--- src/rtl/shift_register_univ.sv ---
// Universal shift register: hold, shift right/left, parallel load, word-shifted flag.
// Optional SHIFT_ROTATE_EN adds a rot input turning both shifts into rotations.
module shift_register_univ #(
    parameter int               WIDTH   = 8,
    parameter logic [WIDTH-1:0] RST_VAL = {WIDTH{1'b0}},
    localparam int              CNT_W   = $clog2(WIDTH + 1)
) (
    input  logic             clk,
    input  logic             rst,
    input  logic             en,
    input  logic [1:0]       mode,
    input  logic             sin_r,
    input  logic             sin_l,
    input  logic [WIDTH-1:0] d,
`ifdef SHIFT_ROTATE_EN
    input  logic             rot,
`endif
    output logic [WIDTH-1:0] q,
    output logic             sout_r,
    output logic             sout_l,
    output logic [CNT_W-1:0] cnt,
    output logic             done
);

    typedef enum logic [1:0] {
        M_HOLD  = 2'b00,
        M_RIGHT = 2'b01,
        M_LEFT  = 2'b10,
        M_LOAD  = 2'b11
    } mode_e;

    localparam logic [CNT_W-1:0] CNT_MAX = CNT_W'(WIDTH);

    logic [WIDTH-1:0] q_q, q_d;
    logic [CNT_W-1:0] cnt_q, cnt_d;
    logic             done_q, done_d;
    logic             fill_r, fill_l;
    logic             shift;

`ifdef SHIFT_ROTATE_EN
    assign fill_r = rot ? q_q[0] : sin_r;
    assign fill_l = rot ? q_q[WIDTH-1] : sin_l;
`else
    assign fill_r = sin_r;
    assign fill_l = sin_l;
`endif

    always_comb begin
        q_d    = q_q;
        cnt_d  = cnt_q;
        done_d = 1'b0;
        shift  = 1'b0;
        if (en) begin
            unique case (mode_e'(mode))
                M_HOLD: ;
                M_RIGHT: begin
                    q_d   = {fill_r, q_q[WIDTH-1:1]};
                    shift = 1'b1;
                end
                M_LEFT: begin
                    q_d   = {q_q[WIDTH-2:0], fill_l};
                    shift = 1'b1;
                end
                M_LOAD: begin
                    q_d   = d;
                    cnt_d = '0;
                end
                default: ;
            endcase
        end
        // Saturate at WIDTH so done fires once per load.
        if (shift && (cnt_q < CNT_MAX)) begin
            cnt_d  = cnt_q + 1'b1;
            done_d = (cnt_q == CNT_MAX - 1'b1);
        end
    end

    always_ff @(posedge clk or negedge rst) begin
        if (!rst) begin
            q_q    <= RST_VAL;
            cnt_q  <= '0;
            done_q <= 1'b0;
        end else begin
            q_q    <= q_d;
            cnt_q  <= cnt_d;
            done_q <= done_d;
        end
    end

    assign q      = q_q;
    assign cnt    = cnt_q;
    assign done   = done_q;
    assign sout_r = q_q[0];
    assign sout_l = q_q[WIDTH-1];

endmodule

--- config.mk ---
export PLATFORM = sky130hd
export DESIGN_NAME = shift_register_univ
export DESIGN_NICKNAME = d
export VERILOG_FILES = /design/src/rtl/shift_register_univ.sv
export SDC_FILE = /design/constraint.sdc
export NUM_CORES = 1
export LEC_CHECK = 0
export CAP_MARGIN = 25
export CORE_MARGIN = 2
export CORE_UTILIZATION = 37
export CTS_CLUSTER_SIZE = 28
export DETAILED_ROUTE_END_ITERATION = 10
export GPL_TIMING_DRIVEN = 0
export PLACE_DENSITY = 0.85
export SLEW_MARGIN = 30
export SYNTH_ARGS = -nofsm -noshare
export SYNTH_HDL_FRONTEND = slang
export SYNTH_SLANG_ARGS = --single-unit
--- constraint.sdc ---
create_clock -name clk -period 0.9 [get_ports clk]
set_input_delay 0.27 -clock clk [delete_from_list [all_inputs] [get_ports clk]]
set_output_delay 0.27 -clock clk [all_outputs]
set_load 0.03 [all_outputs]
* Yosys cells after proc, flatten, opt, wreduce, memory -nomap -nowiden
Cells that the tools add are included. W data, S select, Z words.
Word-level totals: bits of input ports 15, flip-flop bits (word level) 13, logic and storage cells 23
Cells by class: multiplexer cells 7, add/sub/neg operators 1, eq/ne operators 4, reductions and logical operators 7, magnitude comparators 1
Operators by type and width (count):
- $pmux W8 S3 | 1
- $mux W4 | 3
- $add A4 B1 Y4 const B | 1
- $eq A2 B2 Y1 const B | 2
- $eq A4 B3 Y1 const B | 1
- $lt A4 B4 Y1 const B | 1
- $reduce_and A2 Y1 | 2
- $reduce_bool A2 Y1 | 2
- $mux W1 | 3
- $reduce_bool A3 Y1 | 1
- $eq A2 B1 Y1 const B | 1
- $reduce_or A2 Y1 | 1
- $logic_and A1 B1 Y1 | 1

* Longest topological paths before layout
word-level depth 7, gate-level depth with buffers 6, depth with buffers taken out 5

* Worst setup path after synthesis
No wires, ideal clock.
path type input -> register, start in mode[0], end reg cnt_q[2], in the netlist cnt[2], setup time 121 ps, path buffers 0, arrival time 1104 ps, cell stages on the path 5, setup slack -325 ps, required time 779 ps, cells stage by stage inv_1 -> ha_1 -> nor2b_1 -> o21ai_2 -> a22o_1
Between the ends: longest elaborated chain between the ends 7, elaborated cells between the ends (all ways) 11, classes of those cells eq/ne: 3; mux: 3; reduce/logical: 5
Ends and longest elaborated chain:
- from (decl) | line 11 | input logic [1:0] mode,
- $eq A2 B2 Y1 or $eq A2 B1 Y1 (tied branches) | line 54 | unique case (mode_e'(mode))
- $reduce_or A2 Y1 (no line)
- $mux W1 | line 54
- $mux W1 | line 53 | if (en) begin
- $logic_and A1 B1 Y1 | line 72 | if (shift && (cnt_q < CNT_MAX)) begin
- $reduce_bool A2 Y1 (no line)
- $reduce_and A2 Y1 (no line)
- to (signal assigned) | line 85 | cnt_q <= cnt_d;
- to (decl) | line 35 | logic [CNT_W-1:0] cnt_q, cnt_d;
Several ways; a longest one is shown, not always the timed one. A chain may end at the register's enable or synchronous reset.

* Worst setup path after layout
start reg q_q[0], in the netlist q[0], end out q[0]
RTL lines:
- from (decl) | line 34 | logic [WIDTH-1:0] q_q, q_d;
- from (signal assigned) | line 84 | q_q <= q_d;
- to (decl) | line 18 | output logic [WIDTH-1:0] q,
No word-level cell between the ends.

==> impl_metrics.toml <==
[outcome]
outcome = "finished with violations"
violations = "negative hold slack, negative setup slack"

[die]
rows = 15
die_area_mm2 = 0.00231
core-area_mm2 = 0.00178
fp.dieW_um = 48.1
die-height_um = 48.1
start_util = 0.404
ioPinCount = 30

[place]
dpl_cell_area_mm2 = 0.00118
place_congestion = 0.789
io_buffers = 29
pre_cts_ws_ps = -1030
hpwl_mm = 1.40

[grt]
grt_pass1_vias = 812
met2_usage = 0.467
grt_max_degree = 14
grt_busiest_layer = "met2"
gr-total-overflow = 0
use_met3 = 0.0704
use_met1 = 0.230
grt_antenna_before_repair = 0
grt_use_total = 0.234
grt_pass1_wl_mm = 3.65

[sta]
fin_ws_ps = -359
fmaxAchievable_mhz = 794
rsz0062_at_grt = "true"
drv_slew = 0
hold_viol = 11
timing.hold.ws_ps = -19.8
worst_slew_pin_slew_ps = 627
relSlewSlack = 0.581
finalWorstPathRequiredPeriod_ps = 1260
fin_crit_sh = 1.40
setup_viol = 28
skew_ps = 14.1
tns_ps = -5730

[pwr]
ir_drop_mv = 2.00
leakage_uw = 0.000674
p_per_area_mw_per_mm2 = 2190

[layout]
antenna_cells = 0
layout-drive-gt1-share = 0.637
areaGrowthSynthToFinish_pct = 105
multiInputGateArea_um2 = 480
fin_util = 0.827
postLayoutCellArea_mm2 = 0.00148
fin_nets = 144
final_common_cell = "buf_6"
regArea_um2 = 339
layout_common_cells = "buf_6, buf_4, dfrtp_2, clkdlybuf4s50_1"
fillers = 94

[setup_path]
startpoint = "q[0]$_DFFE_PN0P_"
cpPeakStageDelay_ps = 450
cp-end-kind = "output port"
crit_chain = "buf_6, buf_6"
cp_max_fo = 4
worst_setup_path_start_kind = "register"
required_ps = 630
r2r_start = "q[0]$_DFFE_PN0P_"
slowest_stage = "dfrtp_2"
cp.arrival_ps = 990
crit_path_frequent_cell = "buf_6"
criticalPathCategory = "reg2out"

[cts]
postCtsHoldBufs = 0
htreeDepth = 1
cts.sinks = 13
cts_tree = "built"
clkTransAtPathRegs_ps = 90
clkLatencyLatePin_ps = 280
numCtsBuffers = 3
cts_buffer_depth = 2
cts-root-buf = "clkbuf_4"

[synth]
synth_mux_area_frac = 0
yosysTopAreaCell = "dfrtp_1"
synthXorXnorAreaFrac = 0
yosysSeqAreaShare = 0.452
synth_nets = 90
ys_ff_latch = 13
synth_top_family_by_area = "compound AO/OA/AOI/OAI gates"
syn_inst = 71
post_synth.cell_area_avg_um2 = 10.1
ys_top_cells_by_area = "dfrtp_1, ha_1, a22o_1"
syn-cell-area_um2 = 719
yosys_warnings = 0
yosys.area_share.simple = 0.115
synth.top_cell.area_share = 0.452
synthDistinctLibCells = 22
synthAdderAreaFrac = 0.0696
synth_compound_area_frac = 0.289

[worst_hold_path]
worstHoldPathType = "in2async"

[drt]
drtPass1Iterations = 3
drtAntennaViolNets = 0
vias = 795
drcViolationCount = 0
finalWirelength_mm = 2.66
wl_per_cell_um = 17.9
via_per_inst = 5.34
drt_iter0_markers = 8

[job]
cap_violations = 0
repair_timing:
action,in CTS,in global routing
buffers inserted,18,3
endpoints found under the hold margin,0,0
pin swaps,20,8
setup endpoints to repair,28,39
resized for setup,135,6
registers in the layout, indices dropped and copies added, names as in the netlist:
signal / count
q: 8
cnt: 4
done: 1
critical path: cells and delay by family (launching register included):
family	cells	cell delay, ps
buf+inv	2	250
flops	1	450
report_power, final:
group          leakage [uW]  internal (uW)  switching (uW)
Combinational      0.000507           1030             876
Sequential         0.000152            757             186
Clock             0.0000150            172             206
layer usage:
layer  vias up  share of wire
met5         -              0
met4         0          0.021
met3         6          0.038
met2        30           0.53
met1       392           0.41
li1        367              -
cell type report:
class,instances,area share
buffer,4,0.0305
clock buffer,4,0.0178
inverter,3,0.0246
multi-input combinational,50,0.326
sequential,13,0.230
tap,25,0.0212
timing repair buffer,50,0.350
logic make-up after synthesis:
group	Yosys count
flops	13
simple gates	15
buf+inv	8
compound gates	31
fa+ha+maj	4
cell usage after synthesis:
| cell type | number |
|---|---|
| a22o_2 | 4 |
| nand2b_2 | 1 |
| a32o_1 | 1 |
| nor2b_1 | 1 |
| nand2_1 | 8 |
| o21ai_1 | 8 |
| nor2_2 | 1 |
| ha_1 | 4 |
| buf_2 | 1 |
| o21ai_2 | 1 |
| nand3b_1 | 1 |
| buf_4 | 2 |
| buf_6 | 2 |
| dfrtp_1 | 13 |
| a31oi_1 | 2 |
| and3_1 | 1 |
| o21ai_0 | 1 |
| inv_1 | 3 |
| a21o_1 | 1 |
| a21oi_1 | 8 |
| and3b_1 | 2 |
| a22o_1 | 5 |
metrics by stage:
stage,power [uW],std cells
floorplan,1700,71
global placement,2190,125
detailed placement,2220,125
CTS,3070,146
global route,3370,149
finish,3230,149
final timing paths:
path | endpoint | slack (ps) | depth (start not counted)
setup / recovery | q[0] | -360 | 2
hold / removal | q[7]$_DFFE_PN0P_ | -20 | 1
setup reg to reg | q[1]$_DFFE_PN0P_ | -220 | 4
hold reg to reg | cnt[3]$_DFFE_PN0P_ | 620 | 2
max in group asynchronous | cnt[3]$_DFFE_PN0P_ | 460 | 1
min in group clk | q[7]$_DFFE_PN0P_ | 530 | 5
(Power assumes the default switching activity.)
